==> src/rtl/mfm_encoder.sv <==
// MFM write-path serialiser: bytes in, raw clock/data cells out, MSB first.
// Handles A1 sync marks (missing clock, 0x4489) and gap-byte fill on underrun.
module mfm_encoder #(
  parameter int         CELL_DIV = 1,
  parameter logic [7:0] GAP_BYTE = 8'h4E
) (
  input  logic        clk_5,
  input  logic        reset,
  input  logic        enable,
  input  logic [7:0]  in_data,
  input  logic        in_sync,
  input  logic        in_valid,
  output logic        in_ready,
  output logic        raw_mfm,
  output logic [15:0] mfm_word,
  output logic        byte_strobe,
  output logic        underrun,
  output logic        busy
);

  localparam int CW = (CELL_DIV > 1) ? $clog2(CELL_DIV) : 1;
  localparam logic [CW-1:0] CMAX = CW'(CELL_DIV - 1);

  typedef enum logic {IDLE, RUN} state_t;

  state_t        state, nxt;
  logic [CW-1:0] cell_cnt;
  logic [3:0]    bit_cnt;
  logic [14:0]   sh;
  logic          prev_d;
  logic          hold_valid, hold_sync;
  logic [7:0]    hold_data;

  logic          load, pop, gap, stop, shift;
  logic          cell_end, word_end;
  logic [7:0]    src_byte;
  logic          src_sync;
  logic [15:0]   enc;
  logic          hold_nv;

  function automatic logic [15:0] mfm_enc(
    input logic [7:0] d,
    input logic       sync,
    input logic       p
  );
    logic [15:0] w;
    logic        pr;
    w  = '0;
    pr = p;
    for (int i = 7; i >= 0; i--) begin
      w[2*i+1] = ~pr & ~d[i];
      w[2*i]   = d[i];
      pr       = d[i];
    end
    // sync mark drops the clock between the two zero data bits
    if (sync && d == 8'hA1) w[5] = 1'b0;
    return w;
  endfunction

  always_comb begin
    nxt      = state;
    load     = 1'b0;
    pop      = 1'b0;
    gap      = 1'b0;
    stop     = 1'b0;
    shift    = 1'b0;
    cell_end = (cell_cnt == CMAX);
    word_end = cell_end && (bit_cnt == 4'd15);
    src_byte = hold_valid ? hold_data : GAP_BYTE;
    src_sync = hold_valid & hold_sync;
    enc      = mfm_enc(src_byte, src_sync, prev_d);
    unique case (state)
      IDLE: begin
        if (hold_valid && enable) begin
          load = 1'b1;
          pop  = 1'b1;
          nxt  = RUN;
        end
      end
      RUN: begin
        if (word_end) begin
          if (!enable) begin
            stop = 1'b1;
            nxt  = IDLE;
          end else begin
            load = 1'b1;
            pop  = hold_valid;
            gap  = ~hold_valid;
          end
        end else if (cell_end) begin
          shift = 1'b1;
        end
      end
      default: nxt = IDLE;
    endcase
    hold_nv = hold_valid;
    if (pop) hold_nv = 1'b0;
    else if (in_valid && in_ready) hold_nv = 1'b1;
  end

  always_ff @(posedge clk_5) begin
    if (reset) begin
      state       <= IDLE;
      cell_cnt    <= '0;
      bit_cnt     <= '0;
      sh          <= '0;
      prev_d      <= 1'b0;
      raw_mfm     <= 1'b0;
      mfm_word    <= '0;
      byte_strobe <= 1'b0;
      underrun    <= 1'b0;
      busy        <= 1'b0;
      hold_valid  <= 1'b0;
      hold_sync   <= 1'b0;
      hold_data   <= '0;
      in_ready    <= 1'b1;
    end else begin
      state       <= nxt;
      byte_strobe <= load;
      underrun    <= gap;
      busy        <= (nxt == RUN);
      if (load) begin
        sh       <= enc[14:0];
        mfm_word <= enc;
        raw_mfm  <= enc[15];
        prev_d   <= src_byte[0];
        cell_cnt <= '0;
        bit_cnt  <= '0;
      end else if (stop) begin
        raw_mfm  <= 1'b0;
        prev_d   <= 1'b0;
        cell_cnt <= '0;
        bit_cnt  <= '0;
      end else if (shift) begin
        sh       <= {sh[13:0], 1'b0};
        raw_mfm  <= sh[14];
        cell_cnt <= '0;
        bit_cnt  <= bit_cnt + 4'd1;
      end else if (state == RUN) begin
        cell_cnt <= cell_cnt + 1'b1;
      end
      hold_valid <= hold_nv;
      in_ready   <= ~hold_nv;
      if (!pop && in_valid && in_ready) begin
        hold_data <= in_data;
        hold_sync <= in_sync;
      end
    end
  end

endmodule

==> config.mk <==
export PLATFORM = sky130hd
export DESIGN_NAME = mfm_encoder
export DESIGN_NICKNAME = d
export VERILOG_FILES = /design/src/rtl/mfm_encoder.sv
export SDC_FILE = /design/constraint.sdc
export NUM_CORES = 1
export LEC_CHECK = 0
export CORE_ASPECT_RATIO = 1.4
export CORE_MARGIN = 3
export CORE_UTILIZATION = 53
export DETAILED_ROUTE_END_ITERATION = 16
export PLACE_DENSITY_LB_ADDON = 0.2
export SYNTH_ARGS = -nofsm -noshare
export SYNTH_HDL_FRONTEND = slang
export SYNTH_SLANG_ARGS = --single-unit
==> constraint.sdc <==
create_clock -name clk_5 -period 1.9 [get_ports clk_5]
set_input_delay 0.38 -clock clk_5 [delete_from_list [all_inputs] [get_ports clk_5]]
set_output_delay 0.38 -clock clk_5 [all_outputs]
set_load 0.005 [all_outputs]
Word-level counts from Yosys, hierarchy flattened
Index checks and enable logic that the tools add are counted.

word-level totals
  register bits after elaboration = 52
  bits in latches = 0
  RAM bits = 0
  memory bits (read-only) = 0
  input bits = 13
  word-level logic and storage cells = 83
  memories kept = 0

cells by class
  $add $sub $neg = 2
  multiply operators = 0
  divide/modulo/power cells = 0
  magnitude comparators = 0
  eq/ne operators = 3
  shifts and indexed selects = 0
  muxes and demuxes = 27
  bitwise gates (word level) = 24
  reductions and logical operators = 14

operators by type and width
  cell                   count
  $mux W15               3
  $mux W1                20
  $not A1 Y1             15
  $and A1 B1 Y1          9
  $eq A8 B8 Y1 const B   1
  $mux W8                1
  $reduce_or A4 Y1       2
  $logic_and A1 B1 Y1    6
  $pmux W1 S2            3
  $add A4 B1 Y4 const B  1
  $eq A4 B4 Y1 const B   1
  $reduce_bool A2 Y1     2
  $reduce_bool A3 Y1     1
  $reduce_or A3 Y1       1
  $ne A2 B2 Y1 const B   1
  $reduce_and A2 Y1      1
  $add A1 B1 Y1 const B  1
  $logic_not A1 Y1       1

Longest topological paths before layout
  word-level depth = 7
  depth in mapped cells = 6

Least setup slack after synthesis
OpenSTA, ideal clock, no wires.

  path kind = flip-flop to flip-flop
  start point = register bit_cnt[0]
  end point = register sh[5]
  library setup time = 0.086 ns
  data arrival time = 1.638 ns
  setup slack = 0.176 ns
  stages on the path, launching flop included = 6
  period minus slack after synthesis = 1.724 ns
  cells stage by stage = dfxtp_1 > ha_1 > nand4b_4 > a21o_1 > or4_4 > a221oi_2

between the ends
  cells in the longest elaborated chain, start to end = 6

RTL lines
  item                                                                 RTL line  source
  start: declaration                                                   28        logic [3:0] bit_cnt;
  start signal: assignment                                             138       bit_cnt <= bit_cnt + 4'd1;
  $eq A4 B4 Y1 *                                                       68        word_end = cell_end && (bit_cnt == 4'd15);
  $logic_and A1 B1 Y1 *                                                68
  $mux W1                                                              81        if (word_end) begin
  $pmux W1 S2 / $mux W1 (equally long branches)                        72        unique case (state)
  $ne A2 B2 Y1 (no line) / $reduce_bool A2 Y1 (equally long branches)  --
  $reduce_and A2 Y1 (no line)                                          --
  end signal: assignment                                               123       sh <= enc[14:0];
  end signal: assignment                                               135       sh <= {sh[13:0], 1'b0};
  end: declaration                                                     29        logic [14:0] sh;

Mark *: on every way between the ends. The rest lies on a longest branch, timed or not.
A chain may end at the register's enable or synchronous reset.

Worst setup path in the final report
  start point = input enable
  end point = register sh[5]

between the ends
  cells in the longest elaborated chain, start to end = 5

RTL lines
  item                                                                 RTL line  source
  start: declaration                                                   9         input logic enable,
  $mux W1 / $logic_and A1 B1 Y1 (equally long branches)                82, 74
  $mux W1, on equally long branches                                    81, 74
  $pmux W1 S2 / $mux W1 (equally long branches)                        72
  $ne A2 B2 Y1 (no line) / $reduce_bool A2 Y1 (equally long branches)  --
  $reduce_and A2 Y1 (no line)                                          --

Parallel ways exist; a longest one is shown, timed or not.

==> qor.yml <==
status: "finished, final reports clean"
ys_top_cells_by_count: "52 x dfxtp_1, 19 x a21oi_1, 19 x nand2_1"
vias_per_cell: 5.775
crit_type: "in2reg"
ys_seq_area_share_pct: 47.46
routedWlPerCell_microns: 15.03
grt_overflow: 0
fin_crit_sh_pct: 95.55
hold_buffers: 0
gp_congestion: 0.8448
async_flop_share_pct: 0
max_freq_mhz: 550.8
track_usage_pct: 22.30
tightest_slew_ns: 0.5047
die_w_microns: 60.37
synth.most_common_cell: "dfxtp_1"
synth_cell_type_count: 37
cts_tree: "done"
crit_path_end_kind: "flip-flop"
dieArea_sq_um: 4957
hpwl_mm: 3.592
drt-initial-drc-count: 113
maxCapViolations: 0
vias: 1923
antenna_found_initial: 0
worstSkewPairLatency_ns: 0.30
hold_path_class: "reg2reg"
drv_slew: 0
routed_wl_mm: 5.006
yosys.area.top_type: "dfxtp_1"
critPathRequiredTime_ns: 2.12
synthTopCellsByArea: "dfxtp_1 47%, nand2b_1 5.1%, a21oi_1 4.3%"
critPathMaxFanout: 7
clockBufferDepth: 2
ir_worst_vdd_mv: 0.9092
syn-num-nets: 259
clk_root_buffer_cell: "clkbuf_8"
htree_levels: 2
cellLeakagePower_nw: 1.062
synth-seq-cells: 52
place_worst_setup_slack_ns: -0.1933
ys.flop_type: "dfxtp_1"
syn_area_per_cell_sq_um: 8.952
synthCells: 245
numCtsBuffers: 5
core_area_sq_um: 3953
synth_top_area_share_pct: 47.46
cts_sinks: 52
final_layout_size_suffix_gt1_share_pct: 12.41
grt_setup_unrepaired: "false"
layout_setup_ws_ns: 0.08449
drcViolationCount: 0
tns_ns: 0
finalSetupViolCount: 0
clkTransAtPathRegs_ns: 0.09
area_growth_pct: 28.64
io-pin-count: 34
rrSetupSlack_ns: 0.10
ant_nets: 0
start_util_pct: 55.49
total_power_mw: 2.462
powerDensity_nw_per_um2: 872.6
finalHoldViolCount: 0
crit_arrival_ns: 2.04
relSlewSlack_pct: 65.93
grt_max_degree: 41
cp-start-kind: "input port"
finalClockSkew_ns: 0.007646
grt_first_pass_wirelength_mm: 8.376
ys_warn_count: 0
io_buffer_count: 33
rows: 27
synth_edf_count: 0
netlist_area_sq_um: 2193
first_pass_iters: 4
nNetsFinal: 304
min_period_ns: 1.816
grt_pass1_vias: 1840
die_h_microns: 82.12
n_antenna_cell: 0
## flip-flops by register name, indices dropped and copies added, names as in the netlist
register     cells
bit_cnt          4
byte_strobe      1
cell_cnt         1
hold_data        8
hold_sync        1
hold_valid       1
in_ready         1
mfm_word        16
prev_d           1
raw_mfm          1
sh              15
state            1
underrun         1
## layer usage
layer | vias to the layer above | GRT usage, % | routed length, microns
met3 | 6 | 4.977 | 260
met4 | 0 | 7.539 | 57
li1 | 968 | - | -
met2 | 56 | 37.77 | 2548
met5 | - | 0 | 0
met1 | 893 | 27.49 | 2140
## per-stage QoR
step           cells  hold WS, ns  area [sq um]  utilization, %
6_report         333       0.4575          2821           71.38
5_1_grt          333       0.4799          2821           71.38
4_1_cts          333       0.4616          2809           71.07
3_5_place_dp     326       0.4492          2680           67.81
3_3_place_gp     326       0.4465          2680           67.81
2_1_floorplan    245       0.4372          2193               -
## kinds of logic after synthesis
kind of cell,count (synthesis),synth area share [%]
adder cells (fa/ha/maj),1,0.5704
multiplexers,9,4.107
AO/OA/AOI/OAI,57,17.06
AND/OR/NAND/NOR,101,25.90
XOR/XNOR,2,0.7988
flip-flops,52,47.46
buffers and inverters,23,4.107
## final timing paths
path         cells after the start                     start                       end
max reg2reg                      5   bit_cnt[0]$_SDFFE_PP0P_        sh[5]$_SDFFE_PP0P_
max                              5                    enable        sh[5]$_SDFFE_PP0P_
min                              2  mfm_word[1]$_SDFFE_PP0P_  mfm_word[1]$_SDFFE_PP0P_
min reg2reg                      2  mfm_word[1]$_SDFFE_PP0P_  mfm_word[1]$_SDFFE_PP0P_
## layout by cell type, fill, tap and decap left out, drive strengths merged, types with 3 or more instances in the layout
cell / instances
a2111oi: 5
a211oi: 5
a21oi: 19
a221oi: 4
a22oi: 3
and3: 3
buf: 20
clkbuf: 5
clkdlybuf4s50: 33
dfxtp: 52
inv: 8
mux2i: 9
nand2: 19
nand2b: 18
nand3: 3
nand3b: 6
nand4b: 3
nor2: 18
nor2b: 7
nor3: 11
o21ai: 7
o22ai: 8
or3: 6
## worst max-delay path, cell delays in order
cell	delay (ns)
clkdlybuf4s50_1	0.60
nand2_1	0.11
a21o_1	0.23
or4_4	0.51
a221oi_2	0.21
## cell type report
cell class,instances,area [sq um]
clock inverters,2,60.06
clock buffers,5,68.82
inverters,8,30.03
repair buffers,53,493.0
multi-input cells,170,1075
fillers,312,1131
well taps,43,53.80
flip-flops and latches,52,1041
## power by group
group,switching [mW],leakage [nW],internal [mW],total (mW)
sequential,0.0610,0.424,1.16,1.22
combinational,0.175,0.573,0.201,0.376
clock,0.345,0.0642,0.518,0.863
## timing repair
action	in CTS	in global routing
endpoints found under the setup margin	0	11
setup buffers	0	0
gates resized for setup	0	5
Note: power is estimated with default switching activity, not from simulation.
